`config.mk`:
```
export PLATFORM = sky130hd
export DESIGN_NAME = pipe_hazard_ctrl
export DESIGN_NICKNAME = d
export VERILOG_FILES = /design/src/rtl/pipe_ctrl_pkg.sv /design/src/rtl/hazard_fwd_unit.sv /design/src/rtl/pipe_hazard_ctrl.sv
export SDC_FILE = /design/constraint.sdc
export NUM_CORES = 1
export LEC_CHECK = 0
export ABC_CLOCK_PERIOD_IN_PS = 2200
export CORE_MARGIN = 4
export CORE_UTILIZATION = 43
export CTS_CLUSTER_SIZE = 20
export DETAILED_ROUTE_END_ITERATION = 10
export PLACE_DENSITY = 0.84
export SLEW_MARGIN = 0
export SYNTH_ARGS = -nofsm -noshare
export SYNTH_HDL_FRONTEND = slang
export SYNTH_SLANG_ARGS = --single-unit
```
`constraint.sdc`:
```
create_clock -name i_clk -period 2.2 [get_ports i_clk]
set_clock_uncertainty 0.05 [all_clocks]
set_input_delay 0.44 -clock i_clk [delete_from_list [all_inputs] [get_ports i_clk]]
set_output_delay 0.44 -clock i_clk [all_outputs]
set_load 0.05 [all_outputs]
```
`src/rtl/pipe_ctrl_pkg.sv`:
```
`default_nettype none
// ============================================================================
//  Module   : pipe_ctrl_pkg
//  Brief    : Shared encodings for the pipeline hazard/control unit.
//  Revision : 1.0 - initial release
// ============================================================================
package pipe_ctrl_pkg;

    localparam logic [1:0] c_ST_RUN     = 2'b00;
    localparam logic [1:0] c_ST_WAIT_MC = 2'b01;
    localparam logic [1:0] c_ST_HALT    = 2'b10;

    typedef enum logic [1:0] {
        ST_RUN     = c_ST_RUN,
        ST_WAIT_MC = c_ST_WAIT_MC,
        ST_HALT    = c_ST_HALT
    } state_t;

    localparam logic [1:0] c_FWD_RF    = 2'b00;
    localparam logic [1:0] c_FWD_EXMEM = 2'b10;
    localparam logic [1:0] c_FWD_MEMWB = 2'b01;

    typedef struct packed {
        logic pc_en;
        logic ifid_en;
        logic idex_en;
        logic exmem_en;
        logic memwb_en;
        logic ifid_flush;
        logic idex_flush;
        logic exmem_flush;
    } pipe_ctrl_t;

    // Free-flowing pipeline: everything advances, nothing is squashed.
    localparam pipe_ctrl_t c_CTRL_FLOW = '{
        pc_en: 1'b1, ifid_en: 1'b1, idex_en: 1'b1, exmem_en: 1'b1, memwb_en: 1'b1,
        ifid_flush: 1'b0, idex_flush: 1'b0, exmem_flush: 1'b0
    };

    localparam pipe_ctrl_t c_CTRL_FROZEN = '{
        pc_en: 1'b0, ifid_en: 1'b0, idex_en: 1'b0, exmem_en: 1'b0, memwb_en: 1'b0,
        ifid_flush: 1'b0, idex_flush: 1'b0, exmem_flush: 1'b0
    };

endpackage
`default_nettype wire

```
`src/rtl/hazard_fwd_unit.sv`:
```
`default_nettype none
// ============================================================================
//  Module   : hazard_fwd_unit
//  Brief    : Combinational EX operand forwarding and load-use detection.
//  Revision : 1.0 - initial release
// ============================================================================
module hazard_fwd_unit
    import pipe_ctrl_pkg::*;
#(
    parameter int REG_AW = 5
) (
    input  logic [REG_AW-1:0] i_id_rs1,
    input  logic [REG_AW-1:0] i_id_rs2,
    input  logic              i_id_use_rs1,
    input  logic              i_id_use_rs2,
    input  logic [REG_AW-1:0] i_ex_rs1,
    input  logic [REG_AW-1:0] i_ex_rs2,
    input  logic [REG_AW-1:0] i_idex_rd,
    input  logic              i_idex_memread,
    input  logic [REG_AW-1:0] i_exmem_rd,
    input  logic              i_exmem_regwrite,
    input  logic [REG_AW-1:0] i_memwb_rd,
    input  logic              i_memwb_regwrite,
    output logic [1:0]        o_fwd_a,
    output logic [1:0]        o_fwd_b,
    output logic              o_load_use
);

    // The younger EX/MEM result wins; x0 is hard-wired and never forwarded.
    function automatic logic [1:0] fwd_sel(input logic [REG_AW-1:0] rs);
        if (i_exmem_regwrite && (i_exmem_rd != '0) && (i_exmem_rd == rs))
            return c_FWD_EXMEM;
        else if (i_memwb_regwrite && (i_memwb_rd != '0) && (i_memwb_rd == rs))
            return c_FWD_MEMWB;
        else
            return c_FWD_RF;
    endfunction

    logic w_rs1_hit;
    logic w_rs2_hit;

    assign o_fwd_a    = fwd_sel(i_ex_rs1);
    assign o_fwd_b    = fwd_sel(i_ex_rs2);
    assign w_rs1_hit  = i_id_use_rs1 && (i_idex_rd == i_id_rs1);
    assign w_rs2_hit  = i_id_use_rs2 && (i_idex_rd == i_id_rs2);
    assign o_load_use = i_idex_memread && (i_idex_rd != '0) && (w_rs1_hit || w_rs2_hit);

endmodule
`default_nettype wire

```
`src/rtl/pipe_hazard_ctrl.sv`:
```
`default_nettype none
// ============================================================================
//  Module   : pipe_hazard_ctrl
//  Brief    : Hazard/control FSM for a 5-stage pipeline: stalls, flushes,
//             multicycle sequencing with watchdog, debug halt, perf counters.
//  Revision : 1.0 - initial release
// ============================================================================
module pipe_hazard_ctrl
    import pipe_ctrl_pkg::*;
#(
    parameter  int NREG       = 32,
    parameter  int MC_MAX_LAT = 64,
    parameter  int CNT_W      = 32,
    localparam int REG_AW     = $clog2(NREG)
) (
    input  logic              i_clk,
    input  logic              i_reset_n,
    input  logic [REG_AW-1:0] i_id_rs1,
    input  logic [REG_AW-1:0] i_id_rs2,
    input  logic              i_id_use_rs1,
    input  logic              i_id_use_rs2,
    input  logic [REG_AW-1:0] i_ex_rs1,
    input  logic [REG_AW-1:0] i_ex_rs2,
    input  logic [REG_AW-1:0] i_idex_rd,
    input  logic              i_idex_memread,
    input  logic              i_idex_mc,
    input  logic [REG_AW-1:0] i_exmem_rd,
    input  logic [REG_AW-1:0] i_memwb_rd,
    input  logic              i_exmem_regwrite,
    input  logic              i_memwb_regwrite,
    input  logic              i_branch_taken,
    input  logic              i_mc_done,
    input  logic              i_halt_req,
    input  logic              i_resume,
    output logic [1:0]        o_fwd_a,
    output logic [1:0]        o_fwd_b,
    output logic              o_pc_en,
    output logic              o_ifid_en,
    output logic              o_idex_en,
    output logic              o_exmem_en,
    output logic              o_memwb_en,
    output logic              o_ifid_flush,
    output logic              o_idex_flush,
    output logic              o_exmem_flush,
    output logic              o_mc_start,
    output logic [1:0]        o_state,
    output logic              o_mc_timeout,
    output logic [CNT_W-1:0]  o_stall_cnt,
    output logic [CNT_W-1:0]  o_flush_cnt
);

    localparam int              c_WD_W    = (MC_MAX_LAT > 1) ? $clog2(MC_MAX_LAT) : 1;
    localparam logic [c_WD_W-1:0] c_WD_LAST = c_WD_W'(MC_MAX_LAT - 1);

    state_t             r_state;
    state_t             w_state_nxt;
    logic [c_WD_W-1:0]  r_wdog;
    logic               r_mc_timeout;
    logic [CNT_W-1:0]   r_stall_cnt;
    logic [CNT_W-1:0]   r_flush_cnt;
    pipe_ctrl_t         w_ctrl;
    logic               w_load_use;
    logic               w_mc_start;
    logic               w_timeout_set;
    logic               w_flush_inc;
    logic               w_stall_inc;

    hazard_fwd_unit #(
        .REG_AW (REG_AW)
    ) u_hazard_fwd (
        .i_id_rs1         (i_id_rs1),
        .i_id_rs2         (i_id_rs2),
        .i_id_use_rs1     (i_id_use_rs1),
        .i_id_use_rs2     (i_id_use_rs2),
        .i_ex_rs1         (i_ex_rs1),
        .i_ex_rs2         (i_ex_rs2),
        .i_idex_rd        (i_idex_rd),
        .i_idex_memread   (i_idex_memread),
        .i_exmem_rd       (i_exmem_rd),
        .i_exmem_regwrite (i_exmem_regwrite),
        .i_memwb_rd       (i_memwb_rd),
        .i_memwb_regwrite (i_memwb_regwrite),
        .o_fwd_a          (o_fwd_a),
        .o_fwd_b          (o_fwd_b),
        .o_load_use       (w_load_use)
    );

    always_ff @(posedge i_clk or negedge i_reset_n) begin
        if (!i_reset_n) begin
            r_state <= ST_RUN;
        end else begin
            r_state <= w_state_nxt;
        end
    end

    // Priority in RUN: branch squash, then multicycle launch, then load-use / halt.
    always_comb begin
        w_state_nxt   = r_state;
        w_ctrl        = c_CTRL_FLOW;
        w_mc_start    = 1'b0;
        w_timeout_set = 1'b0;
        w_flush_inc   = 1'b0;
        case (r_state)
            ST_RUN: begin
                if (i_branch_taken) begin
                    w_ctrl.ifid_flush  = 1'b1;
                    w_ctrl.idex_flush  = 1'b1;
                    w_ctrl.exmem_flush = 1'b1;
                    w_flush_inc        = 1'b1;
                end else if (i_idex_mc) begin
                    w_mc_start         = 1'b1;
                    w_ctrl.pc_en       = 1'b0;
                    w_ctrl.ifid_en     = 1'b0;
                    w_ctrl.idex_en     = 1'b0;
                    w_ctrl.exmem_flush = 1'b1;
                    w_state_nxt        = ST_WAIT_MC;
                end else begin
                    if (w_load_use) begin
                        w_ctrl.pc_en      = 1'b0;
                        w_ctrl.ifid_en    = 1'b0;
                        w_ctrl.idex_flush = 1'b1;
                    end
                    if (i_halt_req) begin
                        w_state_nxt = ST_HALT;
                    end
                end
            end
            ST_WAIT_MC: begin
                if (!i_mc_done && (r_wdog != c_WD_LAST)) begin
                    w_ctrl.pc_en       = 1'b0;
                    w_ctrl.ifid_en     = 1'b0;
                    w_ctrl.idex_en     = 1'b0;
                    w_ctrl.exmem_flush = 1'b1;
                end else begin
                    w_timeout_set = !i_mc_done;
                    w_state_nxt   = ST_RUN;
                end
            end
            ST_HALT: begin
                w_ctrl = c_CTRL_FROZEN;
                if (i_resume) begin
                    w_state_nxt = ST_RUN;
                end
            end
            default: begin
                w_state_nxt = ST_RUN;
            end
        endcase
    end

    assign w_stall_inc = !w_ctrl.pc_en && (r_state != ST_HALT);

    always_ff @(posedge i_clk or negedge i_reset_n) begin
        if (!i_reset_n) begin
            r_wdog       <= '0;
            r_mc_timeout <= 1'b0;
            r_stall_cnt  <= '0;
            r_flush_cnt  <= '0;
        end else begin
            if (r_state == ST_WAIT_MC) begin
                r_wdog <= r_wdog + c_WD_W'(1);
            end else begin
                r_wdog <= '0;
            end
            if (w_timeout_set) begin
                r_mc_timeout <= 1'b1;
            end
            if (w_stall_inc && (r_stall_cnt != '1)) begin
                r_stall_cnt <= r_stall_cnt + CNT_W'(1);
            end
            if (w_flush_inc && (r_flush_cnt != '1)) begin
                r_flush_cnt <= r_flush_cnt + CNT_W'(1);
            end
        end
    end

    assign o_pc_en       = w_ctrl.pc_en;
    assign o_ifid_en     = w_ctrl.ifid_en;
    assign o_idex_en     = w_ctrl.idex_en;
    assign o_exmem_en    = w_ctrl.exmem_en;
    assign o_memwb_en    = w_ctrl.memwb_en;
    assign o_ifid_flush  = w_ctrl.ifid_flush;
    assign o_idex_flush  = w_ctrl.idex_flush;
    assign o_exmem_flush = w_ctrl.exmem_flush;
    // The start pulse must never reach the multicycle unit while reset is held.
    assign o_mc_start    = w_mc_start && i_reset_n;
    assign o_state       = r_state;
    assign o_mc_timeout  = r_mc_timeout;
    assign o_stall_cnt   = r_stall_cnt;
    assign o_flush_cnt   = r_flush_cnt;

endmodule
`default_nettype wire

```
==> impl_metrics.ini, run 1 <==
[status]
run_status = finished, violations left
violations = setup timing

[clock_network]
htreeDepth = 3
worstSkewPairLatency_ps = 350
root_buffer = clkbuf_8
cts_buffers = 9
clock_sinks = 73
clockBufferDepth = 2
tritoncts = built
clk_pin_slew_ps = 90

[synthesis]
synth_nets = 468
synth_xor_area_share_pct = 19.2
yosys_warnings = 0
synthSimpleGateAreaFrac_pct = 21.9
synth.largest_area_cell = dfrtp_1
synth_mux_area_share_pct = 0.618
yosysUniqueCellTypes = 51
synthTopCellsByArea = dfrtp_1 (43%), xnor2_1 (11%), xor2_1 (8.7%)
synth_common_cells = dfrtp_1 (73), xnor2_1 (51), xor2_1 (42)
synth_fa_ha_area_share_pct = 0.883
syn-cell-area_sq_um = 4250
syn_inst = 418
synth_seq_area_share_pct = 43.0
synth_compound_area_share_pct = 10.9
syn_area_per_cell_sq_um = 10.2
synth_top_area_share_pct = 43.0
ys_ff_latch = 73
async_flop_share_pct = 100
synth_edf_count = 0
ys.flop_type = dfrtp_1
yosysMostFrequentCell = dfrtp_1
synth_top_family_by_area = simple AND/OR/NAND/NOR gates

[worst_hold_path]
hold_path.class = in -> async

[die]
die_w_um = 107
die_h_um = 107
initial_utilization_pct = 43.9
core_sq_um = 9680
die_area_sq_um = 11500
ios = 127
rows = 36

[worst_setup_path]
cp.required_ps = 1710
path_max_fanout = 2
r2r_end = o_stall_cnt[31]$_DFFE_PN0P_
crit_path_start_kind = primary input
reg2reg_setup_slack_ps = -80
reg2reg_depth = 9
arrival_ps = 2010
endpoint_kind = primary output
path_class = in -> out
r2r-start = r_wdog[1]$_DFF_PN0_

[routing]
viasPerCell = 5.36
wirelength_mm = 13.0
vias = 4052
drtIter0Drc = 215
avgRoutedWirePerCell_um = 17.3
drt_pass1_iterations = 4
final_antenna_net_count = 0
drc = 0

[layout]
nets = 668
diodes = 0
final.fill_count = 637
area_growth_syn_to_layout_pct = 64.7
final_layout_size_suffix_gt1_share_pct = 37.2
final_area_sq_um = 7000
final_core_util_pct = 72.3

[grt]
antenna_found_initial = 0
grt_pass1_vias = 4119
grt_pass1_wl_mm = 20.3
grt_usage_pct = 22.0
grt-ovfl-total = 0
grt_max_degree = 74

[sta]
maxSlewViolCount = 0
rsz0062_at_grt = yes
hold_violations = 0
post-route-period-util_pct = 113
max_freq_mhz = 401
slew_headroom_pct = 64.4
tightestPinTransition_ps = 533
setup_viol = 13
worst_slack_ps = -295
fin_crit_ps = 2500

[power_and_ir_drop]
vdd_drop_max_uv = 580
p_leak_nw = 3.01
cellPowerDensity_nw_per_um2 = 630

[run]
max_cap_viol_count = 0

[placed_design]
place_hpwl_mm = 9.23
gp_congestion = 0.881
io_buffers = 126
placedInstanceArea_sq_um = 6330
==> what timing repair did <==
item                                    CTS  global route
hold buffers                              0             0
gates resized for setup                 123            61
pin swaps                                37            29
endpoints found under the setup margin   35            40
setup buffers                             8             7
==> through the flow <==
stage	setup TNS (ps)	std cells	hold slack, ps	worst slack (ps)	total power [mW]
3_3_place_gp	-15450	727	419	-535	3.10
3_5_place_dp	-17120	727	419	-596	3.15
4_1_cts	-1030	749	113	-245	4.38
2_1_floorplan	-715	418	94.4	-205	2.49
5_1_grt	-3410	756	108	-299	4.60
6_report	-1070	756	112	-295	4.41
==> critical path, cell delays in order <==
cell and delay, ps:
buf_6 90, or4_4 540, o21ai_4 200, buf_6 130, nor4_4 50, nor4_4 370, buf_12 180
==> metal layers <==
| layer | track usage [%] | up-vias | part of all wire [%] | routed length [um] |
|---|---|---|---|---|
| li1 | - | 1880 | - | - |
| met1 | 27.1 | 2023 | 41 | 5380 |
| met2 | 38.7 | 122 | 52 | 6810 |
| met3 | 4.86 | 27 | 4.6 | 595 |
| met4 | 6.22 | 0 | 2.0 | 255 |
| met5 | 0 | - | 0 | 0 |
==> cell usage in the layout (no fill, tap or decap), types with 7 or more instances in the layout <==
| cell type | instances |
|---|---|
| xnor2_2 | 9 |
| a211oi_2 | 15 |
| dfrtp_2 | 20 |
| dfrtp_1 | 53 |
| a211oi_4 | 7 |
| clkbuf_8 | 9 |
| nand4_1 | 20 |
| buf_12 | 13 |
| xnor2_1 | 41 |
| inv_1 | 11 |
| xor2_1 | 40 |
| clkdlybuf4s50_1 | 67 |
| nand3_1 | 28 |
| and3_1 | 12 |
| buf_4 | 61 |
| nand2_1 | 38 |
| dlygate4sd2_1 | 12 |
| nor2_1 | 21 |
| buf_6 | 28 |
| clkbuf_2 | 8 |
==> cells by family (layout without fill, tap and decap cells) <==
family          Yosys count  in the layout
compound gates           53             53
xor+xnor                 93             93
fa+ha+maj                 3              3
buf+inv                  27            232
flops                    73             73
mux                       2              2
simple gates            167            167
==> worst max-delay path by stage <==
stage	startpoint	to	slack [ps]	cells past startpoint
finish	i_exmem_rd[1]	o_fwd_b[0]	-300	7
global route	i_exmem_rd[1]	o_fwd_b[0]	-300	7
CTS	i_exmem_rd[1]	o_fwd_a[0]	-240	7
detailed placement	i_memwb_rd[4]	o_fwd_a[0]	-600	6
global placement	i_memwb_rd[4]	o_fwd_b[0]	-540	6
floorplan	i_idex_rd[1]	o_pc_en	-200	6
==> registers in the layout, summed over array words and instances, names as in the netlist <==
signal / flops
o_state: 2
o_stall_cnt: 32
r_wdog: 6
o_mc_timeout: 1
o_flush_cnt: 32
==> power by group <==
group / switching [mW] / internal, mW / leakage, nW / total [mW]
Sequential: 0.171 / 1.47 / 0.947 / 1.64
Clock: 0.543 / 0.650 / 0.110 / 1.19
Combinational: 0.944 / 0.636 / 1.96 / 1.58
Total: 1.66 / 2.75 / 3.01 / 4.41
==> cell type report <==
type	instances	area (sq um)	area share (%)
inverters	12	48.8	0.697
well taps	133	166	2.38
clock inverters	7	103	1.47
flip-flops and latches	73	1850	26.4
repair buffers	204	1990	28.5
clock buffers	9	124	1.77
multi-input cells	318	2720	38.8
(Power assumes the default switching activity.)
==> run 2: changes to the inputs <==
PLACE_DENSITY = 0.89   (was 0.84)
==> run 2 against run 1 <==
Against the previous run: the flow still finishes with violations (setup timing); critical path depth shrank 1; clock power grew 10%; final area shrank 1.2%; hold slack gained 14 ps; critical path type unchanged; sequential power is essentially flat; largest power group unchanged; global-route usage grew 0.15 points; clock-buffer cell count is the same.
==> impl_metrics.ini, run 2 (synthesis gave the netlist of run 1 again) <==
[placed_design]
dp_cells = 725
io_buffers = 126
placedInstanceArea_sq_um = 6350
place_hpwl_mm = 9.24
gp_congestion = 0.916
preCtsSetupSlack_ps = -604

[routing]
vias = 3968
viasPerCell = 5.31
final_antenna_net_count = 0
avgRoutedWirePerCell_um = 16.7
drt_pass1_iterations = 4
drc = 0
drtIter0Drc = 115
wl_met2_mm = 6.67
route.met3.wl_um = 645
wirelength_mm = 12.5
wl_met1_mm = 5.01
top_layer = met4

[worst_setup_path]
reg2reg_setup_slack_ps = -110
crit_path_start_kind = primary input
cp.required_ps = 1710
endpoint_kind = primary output
path_class = in -> out
arrival_ps = 1880
path_max_fanout = 2

[status]
violations = setup timing
run_status = finished, violations left

[clock_network]
cts_buffers = 9
worstSkewPairLatency_ps = 340
clk_pin_slew_ps = 90
clock_sinks = 73
clockBufferDepth = 2
tritoncts = built
root_buffer = clkbuf_8
htreeDepth = 3

[layout]
nets = 659
area_growth_syn_to_layout_pct = 62.8
mostFrequentLayoutCells = clkdlybuf4s50_1 (68), buf_4 (54), dfrtp_1 (53), xnor2_1 (42), xor2_1 (41)
final_cells = 747
final_area_sq_um = 6920
final_core_util_pct = 71.5
final_layout_size_suffix_gt1_share_pct = 35.7
diodes = 0
final_common_cell = clkdlybuf4s50_1

[worst_hold_path]
hold_path.class = in -> async

[sta]
maxSlewViolCount = 0
holdWs_ps = 126
hold_violations = 0
slew_headroom_pct = 64.5
fin_crit_ps = 2370
worst_slack_ps = -168
rsz0062_at_grt = yes
setup_viol = 25
max_freq_mhz = 422
fin_tns_setup_ps = -1530
tightestPinTransition_ps = 532
post-route-period-util_pct = 108

[power_and_ir_drop]
vdd_drop_max_uv = 559
cellPowerDensity_nw_per_um2 = 651
p_leak_nw = 2.96
power_mw = 4.51

[die]
core_sq_um = 9680
die_w_um = 107
die_area_sq_um = 11500
rows = 36
initial_utilization_pct = 43.9
die_h_um = 107
ios = 127

[grt]
grt_pass1_wl_mm = 20.7
grt-ovfl-total = 0
grt_max_degree = 74
grt_pass1_vias = 4203
antenna_found_initial = 0
grt_usage_pct = 22.1

[run]
max_cap_viol_count = 0
-- run 2: cell types whose count changed in the layout (fill, tap and decap cells not counted), moves of 3 or more --
cell	previous run	this run
buf_6	28	19
clkdlybuf4s15_1	5	8
buf_12	13	17
dlygate4sd2_1	12	9
buf_2	4	9
buf_4	61	54
nor2_2	4	1
-- run 2: final timing paths --
kind	startpoint	cells past startpoint	to
setup / recovery	i_memwb_rd[0]	6	o_fwd_b[0]
hold / removal	i_reset_n	2	o_flush_cnt[29]$_DFFE_PN0P_
setup reg to reg	r_wdog[1]$_DFF_PN0_	9	o_stall_cnt[13]$_DFFE_PN0P_
hold reg to reg	o_stall_cnt[20]$_DFFE_PN0P_	1	o_stall_cnt[20]$_DFFE_PN0P_
max in group asynchronous	i_reset_n	2	o_stall_cnt[9]$_DFFE_PN0P_
min in group i_clk	o_stall_cnt[20]$_DFFE_PN0P_	1	o_stall_cnt[20]$_DFFE_PN0P_
-- run 2: final cells by class --
class | count | area (sq um)
Fill cell | 657 | 2760
Multi-Input combinational cell | 318 | 2670
Timing Repair Buffer | 195 | 1940
Sequential cell | 73 | 1850
Tap cell | 133 | 166
Clock inverter | 7 | 125
Clock buffer | 9 | 124
Inverter | 12 | 48.8
-- run 2: worst max-delay path: stages --
cell    delay [ps]
buf_6           90
buf_6          110
xor2_1         150
or4_4          550
nor4_4         350
buf_12         180
-- run 2: per-layer routing --
layer	track usage, %	up-vias
met1	27.2	1980
met5	0	-
met2	39.4	105
met3	4.98	16
li1	-	1867
met4	5.23	0
-- run 2: power breakdown --
group	total (mW)	internal (mW)	switching (mW)
combinational	1.56	0.621	0.937
sequential	1.64	1.47	0.168
clock	1.31	0.768	0.546
total	4.51	2.86	1.65
-- run 2: timing repair --
action,CTS,global route
endpoints found under the setup margin,39,41
pin swaps,38,23
gates resized for setup,128,40
hold buffers,0,0
setup buffers,8,3
